## config.mk

```make
export PLATFORM = sky130hd
export DESIGN_NAME = uart_tx_serializer_flat
export DESIGN_NICKNAME = d
export VERILOG_FILES = /design/src/rtl/uart_tx_serializer_if.sv /design/src/rtl/uart_tx_serializer.sv /design/src/flat_wrapper.sv
export SDC_FILE = /design/constraint.sdc
export NUM_CORES = 1
export LEC_CHECK = 0
export BUFFER_PORTS_ARGS = -buffer_cell sky130_fd_sc_hd__buf_4
export CAP_MARGIN = 20
export CORE_MARGIN = 2
export CORE_UTILIZATION = 32
export CTS_CLUSTER_SIZE = 10
export DETAILED_ROUTE_END_ITERATION = 10
export PLACE_DENSITY = 0.51
export SLEW_MARGIN = 25
export SYNTH_ARGS = -nofsm -noshare
export SYNTH_HDL_FRONTEND = slang
export SYNTH_SLANG_ARGS = --single-unit
```

## constraint.sdc

```tcl
create_clock -name i_clk -period 4.75 [get_ports i_clk]
set_input_delay 0.95 -clock i_clk [delete_from_list [all_inputs] [get_ports i_clk]]
set_output_delay 0.95 -clock i_clk [all_outputs]
set_load 0.05 [all_outputs]
```

## src/rtl/uart_tx_serializer_if.sv

```systemverilog
// Request/serial-line bundle between the character generator (master) and the
// 8N1 transmitter (slave).
interface uart_tx_serializer_if;
  logic       i_wr;
  logic [7:0] i_data;
  logic       o_uart_tx;
  logic       o_busy;

  modport master (output i_wr, i_data, input  o_uart_tx, o_busy);
  modport slave  (input  i_wr, i_data, output o_uart_tx, o_busy);
endinterface

```

## src/rtl/uart_tx_serializer.sv

```systemverilog
// Byte-wide 8N1 UART transmitter: start bit, 8 data bits LSB first, stop bit,
// each held for CLOCKS_PER_BAUD cycles. Line and busy are both registered.
module uart_tx_serializer #(
  parameter logic [23:0] CLOCKS_PER_BAUD = 24'd1250
) (
  input  logic                 i_clk,
  input  logic                 i_reset,
  uart_tx_serializer_if.slave  tx
);

  typedef enum logic [1:0] {IDLE, START, DATA, STOP} state_t;

  localparam logic [23:0] BAUD_LAST = CLOCKS_PER_BAUD - 24'd1;

  state_t      state, state_n;
  logic [23:0] baud_cnt, baud_n;
  logic [2:0]  bit_cnt, bit_n;
  logic [7:0]  shift, shift_n;
  logic        line, line_n;
  logic        busy, busy_n;
  logic        wrap;

  always_ff @(posedge i_clk or posedge i_reset) begin
    if (i_reset) begin
      state    <= IDLE;
      baud_cnt <= 24'd0;
      bit_cnt  <= 3'd0;
      shift    <= 8'hFF;
      line     <= 1'b1;
      busy     <= 1'b0;
    end else begin
      state    <= state_n;
      baud_cnt <= baud_n;
      bit_cnt  <= bit_n;
      shift    <= shift_n;
      line     <= line_n;
      busy     <= busy_n;
    end
  end

  assign wrap = (baud_cnt == 24'd0);

  always_comb begin
    state_n = state;
    baud_n  = baud_cnt;
    bit_n   = bit_cnt;
    shift_n = shift;
    line_n  = line;
    busy_n  = busy;
    case (state)
      IDLE: begin
        line_n = 1'b1;
        busy_n = 1'b0;
        if (tx.i_wr && !busy) begin
          shift_n = tx.i_data;
          line_n  = 1'b0;
          busy_n  = 1'b1;
          baud_n  = BAUD_LAST;
          state_n = START;
        end
      end
      START: begin
        if (wrap) begin
          baud_n  = BAUD_LAST;
          bit_n   = 3'd0;
          line_n  = shift[0];
          state_n = DATA;
        end else begin
          baud_n = baud_cnt - 24'd1;
        end
      end
      DATA: begin
        if (wrap) begin
          baud_n  = BAUD_LAST;
          // shift[1] is the bit that lands in shift[0] on this same edge
          shift_n = {1'b1, shift[7:1]};
          if (bit_cnt == 3'd7) begin
            line_n  = 1'b1;
            state_n = STOP;
          end else begin
            bit_n  = bit_cnt + 3'd1;
            line_n = shift[1];
          end
        end else begin
          baud_n = baud_cnt - 24'd1;
        end
      end
      STOP: begin
        line_n = 1'b1;
        if (wrap) begin
          baud_n  = BAUD_LAST;
          busy_n  = 1'b0;
          state_n = IDLE;
        end else begin
          baud_n = baud_cnt - 24'd1;
        end
      end
      default: begin
        line_n  = 1'b1;
        busy_n  = 1'b0;
        state_n = IDLE;
      end
    endcase
  end

  assign tx.o_uart_tx = line;
  assign tx.o_busy    = busy;

endmodule

```

## src/flat_wrapper.sv

```systemverilog
// flat-port wrapper written by rule: the top's interface ports become plain ports
module uart_tx_serializer_flat 
#(
  parameter logic [23:0] CLOCKS_PER_BAUD = 24'd1250
)
  (i_clk, i_reset, tx_i_wr, tx_i_data, tx_o_uart_tx, tx_o_busy);
  uart_tx_serializer_if tx_i ();
  input  logic i_clk;
  input  logic i_reset;
  input wire logic [$bits(tx_i.i_wr)-1:0] tx_i_wr;
  input wire logic [$bits(tx_i.i_data)-1:0] tx_i_data;
  output wire logic [$bits(tx_i.o_uart_tx)-1:0] tx_o_uart_tx;
  output wire logic [$bits(tx_i.o_busy)-1:0] tx_o_busy;
  assign tx_i.i_wr = tx_i_wr;
  assign tx_i.i_data = tx_i_data;
  assign tx_o_uart_tx = tx_i.o_uart_tx;
  assign tx_o_busy = tx_i.o_busy;
  uart_tx_serializer #(.CLOCKS_PER_BAUD(CLOCKS_PER_BAUD)) u_core (.i_clk(i_clk), .i_reset(i_reset), .tx(tx_i));
endmodule
```

Yosys cells after proc, flatten, opt, wreduce, memory -nomap -nowiden
Index checks and enable logic that the tools add are counted.
{ "totals": {"ff_bits": 39, "latchBits": 0, "ramBits": 0, "mem_bits_ro": 0, "out_inout_bits": 2, "word_cells": 55, "memories": 0} }
{ "classes": {"addsub": 2, "mul": 0, "n_div": 0, "order_cmp": 0, "eq_ne": 10, "n_shift": 0, "mux": 24, "bitwise_logic": 0, "n_reduce_logical": 13} }
{ "op_table": {"columns": ["cell", "count"], "rows": [
  ["$mux 24", 2],
  ["$pmux 24 s2", 1],
  ["$logic_not 24->1", 1],
  ["$sub 24x1->24 const B", 1],
  ["$mux 8", 2],
  ["$pmux 8 s2", 1],
  ["$mux 2", 5],
  ["$ne 2x1->1 const B", 5],
  ["$mux 3", 3],
  ["$pmux 2 s4", 1],
  ["$mux 1", 6],
  ["$pmux 3 s2", 1],
  ["$reduce_bool 2->1", 3],
  ["$reduce_and 5->1", 1],
  ["$eq 2x2->1 const B", 2],
  ["$pmux 1 s4", 1],
  ["$reduce_and 2->1", 2],
  ["$reduce_and 4->1", 1],
  ["$add 3x1->3 const B", 1],
  ["$eq 3x3->1 const B", 1],
  ["$reduce_and 3->1", 1],
  ["$reduce_or 3->1", 1],
  ["$eq 2x1->1 const B", 1],
  ["$logic_not 2->1", 1],
  ["4 further kinds", 4]
]} }

Longest topological paths before layout
{ "depth": {"word_depth": 4, "ltp_mapped": 8} }

Worst setup path before layout
OpenSTA, ideal clock, no wires.
{ "synth_path": {"path_type": "register to register", "from": "reg u_core.baud_cnt[16]", "to": "reg u_core.state[1]", "t_arrival_ns": 1.981, "setup_slack_ns": 2.641, "stages_incl_launch_ff": 6, "n_path_buf": 0, "synth_period_minus_slack_ns": 2.109, "path_cell_list": "dfrtp_1 -> or4_4 -> nor3_4 -> nand3_2 -> a211oi_2 -> mux2_1"} }
{ "synth_between": {"elab_chain_len": 3, "word_cells_on_any_way": 5, "classes_between": "eq/ne (3); reduce/logical (2)"} }
{ "synth_rtl": {"columns": ["element", "line_no", "text"], "rows": [
  ["start, declared", "uart_tx_serializer.sv:16", "logic [23:0] baud_cnt, baud_n;"],
  ["start signal, assigned", "uart_tx_serializer.sv:33", "baud_cnt <= baud_n;"],
  ["$logic_not 24->1 (*)", "uart_tx_serializer.sv:41", "assign wrap = (baud_cnt == 24'd0);"],
  ["$ne 2x1->1 (no source line)", null, null],
  ["$reduce_and 5->1 (no source line) (*)", null, null],
  ["end signal, assigned", "uart_tx_serializer.sv:32", "state <= state_n;"],
  ["end, declared", "uart_tx_serializer.sv:15", "state_t state, state_n;"]
]} }
Mark *: on every way between the ends. The rest lies on a longest branch, timed or not.
A chain may end at the register's enable or synchronous reset.

Worst setup path in the final report
{ "layout_path": {"from": "reg u_core.baud_cnt[16]", "to": "reg u_core.baud_cnt[21]"} }
{ "layout_between": {"elab_chain_len": 3, "word_cells_on_any_way": 4, "classes_between": "add/sub (1); mux (2); reduce/logical (1)"} }
{ "layout_rtl": {"columns": ["element", "line_no", "text"], "rows": [
  ["$sub 24x1->24 / $logic_not 24->1 (equally long branches)", null, null],
  ["$mux 24 (*)", "uart_tx_serializer.sv:63, uart_tx_serializer.sv:73, uart_tx_serializer.sv:90", null],
  ["$pmux 24 s2 (*)", "uart_tx_serializer.sv:50", "case (state)"]
]} }
Marked as above.

==> results.sh <==
export IMPL_drt_pre_antenna_iters=6
export IMPL_numPortBuffers=12
export IMPL_netlist_area_um2=2230
export IMPL_ant_nets=0
export IMPL_synth_most_common_cell="dfrtp_1"
export IMPL_die_area_um2=7650
export IMPL_p_per_area_nw_per_um2=542
export IMPL_min_period_ns=2.52
export IMPL_switchingPower_w=0.000539
export IMPL_swShare=0.402
export IMPL_synth_edf_count=0
export IMPL_clk_pin_slew_ns=0.08
export IMPL_layout_worst_path_cycle_share=0.530
export IMPL_rsz0062_at_grt="false"
export IMPL_clockBufferDepth=2
export IMPL_drive_gt1_frac=0.165
export IMPL_p_clk_frac=0.190
export IMPL_postCtsSetupBuffers=0
export IMPL_wl_per_cell_um=14.6
export IMPL_synth_cells=238
export IMPL_first_iter_violations=120
export IMPL_placed_area_um2=2380
export IMPL_cp_max_fo=30
export IMPL_fin_worst_skew_ns=0.00634
export IMPL_yosysWarnings=0
export IMPL_grt_use_total=0.142
export IMPL_ios=13
export IMPL_cts_root_buffer="clkbuf_8"
export IMPL_area_delta_synth_final_pct=11.1
export IMPL_cts_tree="yes"
export IMPL_power_leakage_nw=1.10
export IMPL_hold_slack_ns=0.483
export IMPL_antennaDiodeCount=0
export IMPL_cts_sinks=39
export IMPL_insertion_delay_ns=0.30
export IMPL_die_h_um=87.5
export IMPL_setup_viol=0
export IMPL_grt_start_max_net_pins=40
export IMPL_ys_ff_latch=39
export IMPL_startpoint_type="flop"
export IMPL_fp_dieW_um=87.5
export IMPL_antenna_found_initial=0
export IMPL_cts_htree_levels=2
export IMPL_cp_required_ns=4.94
export IMPL_ys_seq_area_frac=0.443
export IMPL_p_int_w=0.000804
export IMPL_synthArstFlopShare=1.00
export IMPL_syn_nets=257
export IMPL_hold_class="reg2reg"
export IMPL_overflow=0
export IMPL_synth_area_leader_cell="dfrtp_1"
export IMPL_wirelength_um=4800
export IMPL_grt_pass1_vias=1704
export IMPL_maxCapViolCount=0
export IMPL_cts_resized=0
export IMPL_power_frac_seq=0.382
export IMPL_synth_flop_cell="dfrtp_1"
export IMPL_worstMarginPinSlew_ns=0.679
export IMPL_p_comb_frac=0.428
export IMPL_max_freq_ghz=0.397
export IMPL_hold_viol=0
export IMPL_tns_ns=0
export IMPL_place_congestion=0.713
export IMPL_rows=30
export IMPL_cts_buffers=5
export IMPL_nets=267
export IMPL_synth_cells_most_frequent="30 x dfrtp_1, 29 x o21ai_0, 18 x nor2_1"
export IMPL_critical_path_endpoint_type="flop"
export IMPL_fp_coreArea_um2=6760
export IMPL_hpwl_um=3160
export IMPL_status="complete, no violations"
export IMPL_synth_area_leaders="dfrtp_1 34%, dfstp_2 11%, o21ai_0 6.5%"
export IMPL_via_per_inst=5.42
export IMPL_finalMaxSlewViolations=0
export IMPL_yosysTopAreaCellShare=0.337
export IMPL_path_class="reg2reg"
export IMPL_grt_pass1_wl_um=8360
export IMPL_vdd_drop_max_mv=0.122
export IMPL_drc_errors=0
export IMPL_cp_arrival_ns=2.70
export IMPL_hold_buffers=0
export IMPL_initial_utilization=0.330
export IMPL_yosysUniqueCellTypes=51
export IMPL_design_area_um2=2480
export IMPL_relSlewSlack=0.546
export IMPL_syn_avg_cell_area_um2=9.37
export IMPL_vias=1782
-- through the flow --
| stage | utilization | power, W | worst slack [ns] | instances |
|---|---|---|---|---|
| floorplan | - | 0.000983 | 2.64 | 238 |
| global placement | 0.352 | 0.00109 | 2.21 | 321 |
| detailed placement | 0.352 | 0.00110 | 2.19 | 321 |
| CTS | 0.367 | 0.00136 | 2.27 | 329 |
| global route | 0.367 | 0.00145 | 2.04 | 329 |
| finish | 0.367 | 0.00134 | 2.23 | 329 |
-- layer usage --
layer,vias up,track usage,part of all wire
li1,899,-,-
met1,857,0.197,0.50
met2,21,0.214,0.46
met3,5,0.0284,0.024
met4,0,0.0587,0.017
met5,-,0,0
-- placed cells by master (no fill, tap or decap), types with 3 or more instances in the layout --
master and n:
nand2b_1 3, nor3_1 13, and2_1 3, o21a_1 8
dfrtp_1 30, nand2_1 12, buf_4 13, ha_1 8
nand4_1 4, nor4_1 7, dfstp_2 9, a21oi_1 9
o22a_1 9, o21ai_0 29, clkbuf_8 7, inv_1 9
or3_1 8, a21o_1 9, nor2_1 18, nand3_1 8
-- worst paths after layout --
| path | from | endpoint | slack, ns | cells past startpoint |
|---|---|---|---|---|
| max reg2reg | u_core.baud_cnt[16] | u_core.baud_cnt[21] | 2.23 | 5 |
| min | u_core.baud_cnt[15] | u_core.baud_cnt[15] | 0.48 | 1 |
| max in group asynchronous | i_reset | u_core.shift[6] | 3.60 | 3 |
| max | u_core.baud_cnt[16] | u_core.baud_cnt[21] | 2.23 | 5 |
| min in group asynchronous | i_reset | u_core.state[0] | 0.78 | 3 |
| min reg2reg | u_core.baud_cnt[15] | u_core.baud_cnt[15] | 0.48 | 1 |
-- cell families (layout without fill, tap and decap cells) --
kind of cell             count (synthesis)  count (layout)  share of synthesized area
buffers and inverters                   19              30                     0.0376
XOR/XNOR                                 1               1                    0.00393
AO/OA/AOI/OAI                           79              79                      0.236
multiplexers                             4               4                     0.0196
adder cells (fa/ha/maj)                  8               8                     0.0449
AND/OR/NAND/NOR                         88              88                      0.215
flip-flops                              39              39                      0.443
-- critical path: stages, from the launching register on --
cell and delay (ns):
dfrtp_1 0.45, or4_4 0.61, nor3_4 0.31, a31o_2 0.56
o21ai_0 0.17, mux2_2 0.30
-- area by class of cell --
type / count / area [um2]
multi-input cells: 180 / 1160
flip-flops and latches: 39 / 987
clock buffers: 8 / 100
well taps: 80 / 100
inverters: 9 / 33.8
repair buffers: 13 / 97.6
fillers: 695 / 4280
-- power by group through the flow --
stage | clock network, W | registers [W] | logic (W)
after floorplan | 0 | 0.000530 | 0.000453
after global placement | 0 | 0.000517 | 0.000575
after detailed placement | 0 | 0.000519 | 0.000577
after CTS | 0.000264 | 0.000513 | 0.000582
after global routing | 0.000279 | 0.000527 | 0.000647
final | 0.000255 | 0.000513 | 0.000575
-- sequential cells by signal (all words and copies together), names as in the netlist --
name and count:
u_core.baud_cnt 24, u_core.bit_cnt 3, u_core.shift 8, u_core.state 2, u_core.tx.o_busy 1, u_core.tx.o_uart_tx 1
No activity file was read; power rests on OpenSTA's default activity.
